[config.mk]
export PLATFORM = sky130hd
export DESIGN_NAME = if_prefetch_stage
export DESIGN_NICKNAME = d
export VERILOG_FILES = /design/src/rtl/if_prefetch_stage.sv
export SDC_FILE = /design/constraint.sdc
export NUM_CORES = 1
export LEC_CHECK = 0
export CAP_MARGIN = 10
export CORE_MARGIN = 1
export CORE_UTILIZATION = 42
export CTS_CLUSTER_SIZE = 30
export DETAILED_ROUTE_END_ITERATION = 12
export PLACE_DENSITY = 0.67
export SLEW_MARGIN = 10
export SYNTH_ARGS = -nofsm -noshare
export SYNTH_HDL_FRONTEND = slang
export SYNTH_SLANG_ARGS = --single-unit
[constraint.sdc]
create_clock -name clk -period 4.3 [get_ports clk]
set_input_delay 0.43 -clock clk [delete_from_list [all_inputs] [get_ports clk]]
set_output_delay 0.43 -clock clk [all_outputs]
set_load 0.01 [all_outputs]
[src/rtl/if_prefetch_stage.sv]
// if_prefetch_stage: instruction fetch with a DEPTH-entry prefetch queue, in-order tag FIFO and branch redirect.
// Define IF_BYPASS_EN to forward a response straight into IF/ID when the queue is empty.
module if_prefetch_stage #(
    parameter int RW = 24,
    parameter int IW = 32,
    parameter int DEPTH = 4,
    parameter int PC_STEP = 4,
    parameter logic [RW-1:0] RESET_PC = '0
) (
    input  logic             clk,
    input  logic             rst,
    input  logic             en,
    input  logic             branchFlag,
    input  logic [RW-1:0]    branchAddr,
    output logic             imem_req,
    output logic [RW-1:0]    imem_addr,
    input  logic             imem_gnt,
    input  logic             imem_rvalid,
    input  logic [IW-1:0]    imem_rdata,
    output logic [IW+RW-1:0] bufferOut,
    output logic             valid
);
    localparam int PW = $clog2(DEPTH);
    localparam int CW = PW + 1;
    localparam int DW = 8;
    localparam logic [CW:0] DEPTH_C = DEPTH[CW:0];

    logic [IW+RW-1:0] r_q [DEPTH];
    logic [RW-1:0]    r_tag [DEPTH];
    logic [PW-1:0]    r_head, r_tail, r_thead, r_ttail;
    logic [CW-1:0]    r_count, r_out;
    logic [DW-1:0]    r_discard;
    logic [RW-1:0]    r_fpc;

    logic             w_fire, w_live, w_byp, w_push, w_pop;
    logic [IW+RW-1:0] w_resp;

    // Credit covers both queued and in-flight current-path fetches, so the queue cannot overflow.
    assign imem_req  = !rst && !branchFlag && ({1'b0, r_out} + {1'b0, r_count} < DEPTH_C);
    assign imem_addr = r_fpc;
    assign w_fire    = imem_req && imem_gnt;
    assign w_live    = imem_rvalid && r_discard == '0;
    assign w_resp    = {imem_rdata, r_tag[r_thead]};
`ifdef IF_BYPASS_EN
    assign w_byp     = en && !branchFlag && r_count == '0 && w_live;
`else
    assign w_byp     = 1'b0;
`endif
    assign w_push    = w_live && !branchFlag && !w_byp;
    assign w_pop     = en && !branchFlag && r_count != '0;

    always_ff @(posedge clk) begin
        if (w_push) r_q[r_tail] <= w_resp;
        if (w_fire) r_tag[r_ttail] <= r_fpc;
    end

    always_ff @(posedge clk) begin
        if (rst) begin
            r_fpc     <= RESET_PC;
            r_head    <= '0;
            r_tail    <= '0;
            r_count   <= '0;
            r_thead   <= '0;
            r_ttail   <= '0;
            r_out     <= '0;
            r_discard <= '0;
            bufferOut <= '0;
            valid     <= 1'b0;
        end else if (branchFlag) begin
            r_fpc     <= branchAddr;
            r_head    <= '0;
            r_tail    <= '0;
            r_count   <= '0;
            r_thead   <= '0;
            r_ttail   <= '0;
            r_out     <= '0;
            // Everything still in flight, old-path or not, now belongs to the wrong path.
            r_discard <= r_discard + DW'(r_out) - DW'(imem_rvalid);
            bufferOut <= '0;
            valid     <= 1'b0;
        end else begin
            if (w_fire) begin
                r_fpc  <= r_fpc + RW'(PC_STEP);
                r_ttail <= r_ttail + 1'b1;
            end
            if (w_live) r_thead <= r_thead + 1'b1;
            if (imem_rvalid && r_discard != '0) r_discard <= r_discard - 1'b1;
            r_out <= r_out + CW'(w_fire) - CW'(w_live);
            if (w_push) r_tail <= r_tail + 1'b1;
            if (w_pop) r_head <= r_head + 1'b1;
            r_count <= r_count + CW'(w_push) - CW'(w_pop);
            if (en) begin
                bufferOut <= w_pop ? r_q[r_head] : w_byp ? w_resp : '0;
                valid     <= w_pop || w_byp;
            end
        end
    end
endmodule

==> results.sh <==
export IMPL_synth_cells=985
export IMPL_yosys_most_used_dff="edfxtp_1"
export IMPL_r2r_setup_slack_ns=1.20
export IMPL_ctsHoldBuffers=0
export IMPL_most_crowded_layer_gr="met2"
export IMPL_drt_first_iter_violations=438
export IMPL_layout_drive_gt1_share=0.1537
export IMPL_clock_tree_from_tritoncts="done"
export IMPL_cts_setup_buffers=0
export IMPL_design_die_area_um2=40030
export IMPL_remaining_drcs=0
export IMPL_ant_nets=0
export IMPL_core_um2=38650
export IMPL_postSynthRegisterBits=427
export IMPL_track_usage=0.1670
export IMPL_globalRouteMet1Util=0.2311
export IMPL_unrepaired_setup_endpoints_after_global_routing="false"
export IMPL_most_common_cell_after_layout_fill_and_taps_aside="edfxtp_1"
export IMPL_synth_edff_count=320
export IMPL_flow_area_growth_from_synthesis_pct=20.98
export IMPL_setup_total_negative_slack_ns=0
export IMPL_numPortBuffers=143
export IMPL_synthesis_area_um2=16480
export IMPL_r2r_cells=11
export IMPL_report_final_setup_viol=0
export IMPL_clockRootBuffer="clkbuf_16"
export IMPL_dieHeight_um=200.1
export IMPL_wire_length_reported_by_the_detailed_router_mm=32.32
export IMPL_floorplan_initialDensity=0.4263
export IMPL_fin_crit_ns=3.103
export IMPL_floorplan_die_width_um=200.1
export IMPL_drt_pass1_iterations=5
export IMPL_final_hold_worst_slack_ns=0.4541
export IMPL_grt_start_max_net_pins=71
export IMPL_grt_antenna_before_repair=0
export IMPL_max_slew_worst_pin_slew_ns=0.9574
export IMPL_gp_congestion=0.7619
export IMPL_power_density_cell_area_nw_per_um2=458.2
export IMPL_post_place_cells=1614
export IMPL_routedWlPerCell_um=19.06
export IMPL_synth_lib_cells_used_distinct=56
export IMPL_cp_data_arrival_time_ns=3.50
export IMPL_vias=8885
export IMPL_grt_remaining_overflow=0
export IMPL_worstPathRequired_ns=4.70
export IMPL_floorplan_io_pins=144
export IMPL_worst_setup_path_endpoint="r_out[2]"
export IMPL_hold_path_class="input pin to flip-flop"
export IMPL_antenna_cells=0
export IMPL_number_of_max_slew_violations_in_the_final_report=0
export IMPL_cts_inserted_buffers=44
export IMPL_fillerInstances=3138
export IMPL_clk_pin_slew_ns=0.06
export IMPL_nets=1239
export IMPL_critical_path_class="flip-flop to flip-flop"
export IMPL_worst_hold_path_num_cells=3
export IMPL_post_cts_resize_count=0
export IMPL_slew_headroom=0.3617
export IMPL_layout_cells_non_filler=1696
export IMPL_worst_r2r_endpoint="r_out[2]"
export IMPL_async_set_or_reset_flop_fraction_in_the_synthesized_netlist=0
export IMPL_tritoncts_num_sinks=427
export IMPL_first_global_vias=9207
export IMPL_grt_met2_usage=0.2769
export IMPL_run_status="finished, final reports clean"
export IMPL_std_cell_rows=72
export IMPL_htree_levels=2
export IMPL_grt_met3_usage=0.02722
export IMPL_via_per_instance_ratio=5.239
export IMPL_maxCapViolations=0
export IMPL_ys_warn_count=0
export IMPL_setup_worst_path_start="r_out[2]"
export IMPL_timing_critical_path_from_type="flip-flop"
export IMPL_dp_final_hpwl_mm=19.52
export IMPL_worstSetupEndpointType="flip-flop"
export IMPL_skew_ns=0.03208
export IMPL_ir_worst_vdd_uv=271.8
export IMPL_worstReg2RegStart="r_out[2]"
export IMPL_static_leakage_power_nw=6.382
export IMPL_final_report_hold_violation_count=0
export IMPL_first_pass_grt_wire_length_mm=51.00
export IMPL_sequential_element_share_of_the_synthesized_area=0.7132
export IMPL_max_clock_freq_mhz=322.3
export IMPL_worst_path_max_fanout=21
export IMPL_syn_mean_instance_area_um2=16.73
export IMPL_clock_latency_ns=0.55
export IMPL_max_clock_path_buffers=3
export IMPL_period_share=0.7216
export IMPL_syn_nets=1082
export IMPL_commonest_cells_after_routing_fill_and_taps_aside="edfxtp_1, clkdlybuf4s50_1, dfxtp_1"
[worst max-delay path, cell delays in order (launching register included)]
cell and delay (ns):
dfxtp_1 0.38, ha_1 0.26, or3b_2 0.47, nor4_4 0.14
buf_4 0.28, inv_2 0.21, ha_1 0.35, inv_1 0.04
ha_1 0.18, fa_1 0.38, xnor2_1 0.21, nor2_1 0.05
[flip-flops by register name, summed over array words and instances, names as in the netlist, named ones only]
register / count
r_ttail: 2
r_out: 3
bufferOut: 56
r_discard: 8
r_tag: 96
r_q: 224
valid: 1
imem_addr: 24
r_head: 2
r_thead: 2
r_tail: 2
r_count: 3
[how the worst min path moves through the flow]
stage | to | from | slack [ns]
after detailed placement | valid | valid | 0.48
after CTS | imem_addr[20] | branchAddr[20] | 0.44
after floorplan | r_tail[1] | r_tail[1] | 0.47
after global routing | imem_addr[20] | branchAddr[20] | 0.46
after global placement | valid | valid | 0.48
final | imem_addr[20] | branchAddr[20] | 0.45
[layout make-up]
cell class	instances	area, um^2	area share
Clock inverter	21	188.9	0.009478
Timing Repair Buffer	163	1619	0.08122
Clock buffer	61	1196	0.06001
Inverter	40	150.1	0.007532
Multi-Input combinational cell	466	4375	0.2195
Sequential cell	427	11760	0.5898
Tap cell	518	648.1	0.03251
[synth_stat cells (all sizes together) (5+ instances only)]
master	number	area [um^2]
a211oi	9	72.57
dfxtp	107	2142
a31oi	6	37.54
and3	5	31.28
ha	32	400.4
xnor2	19	166.4
nand2	29	108.9
a22oi	57	427.9
nor3	9	45.04
and2	14	87.58
o211ai	5	37.54
or3	7	43.79
mux4	80	1802
a21oi	21	105.1
buf	18	85.08
nand4	6	37.54
edfxtp	320	9609
nor2	93	349.1
nand3	14	70.07
o21ai	9	45.04
inv	39	146.4
xor2	7	61.31
clkbuf	34	127.6
[through the flow]
stage | worst slack [ns] | utilization | area (um^2) | power [mW]
6_report | 1.197 | 0.5158 | 19930 | 9.134
3_5_place_dp | 0.9632 | 0.4800 | 18550 | 5.627
4_1_cts | 1.236 | 0.5158 | 19930 | 9.234
2_1_floorplan | 1.230 | - | 16480 | 5.329
5_1_grt | 0.9912 | 0.5158 | 19930 | 9.516
3_3_place_gp | 1.006 | 0.4800 | 18550 | 5.612
[power breakdown]
part | internal, mW | switching (mW) | total, mW
combinational | 0.427 | 0.482 | 0.908
clock | 2.08 | 1.52 | 3.60
sequential | 4.55 | 0.0791 | 4.63
[cells by family after synthesis]
family	share of synthesized area
AOI/OAI and AO/OA	0.05384
muxes	0.1119
xor gates and xnor gates	0.01382
adders and majority gates	0.02794
and+or+nand+nor	0.05725
buffers and inverters	0.02202
DFF	0.7132
[layer usage]
layer	share of wire	wire length [um]	vias up
met5	0	0	-
met4	0.015	490	0
met3	0.052	1685	40
met2	0.48	15510	250
met1	0.45	14640	4461
li1	-	-	4134
Note: power is estimated with default switching activity, not from simulation.
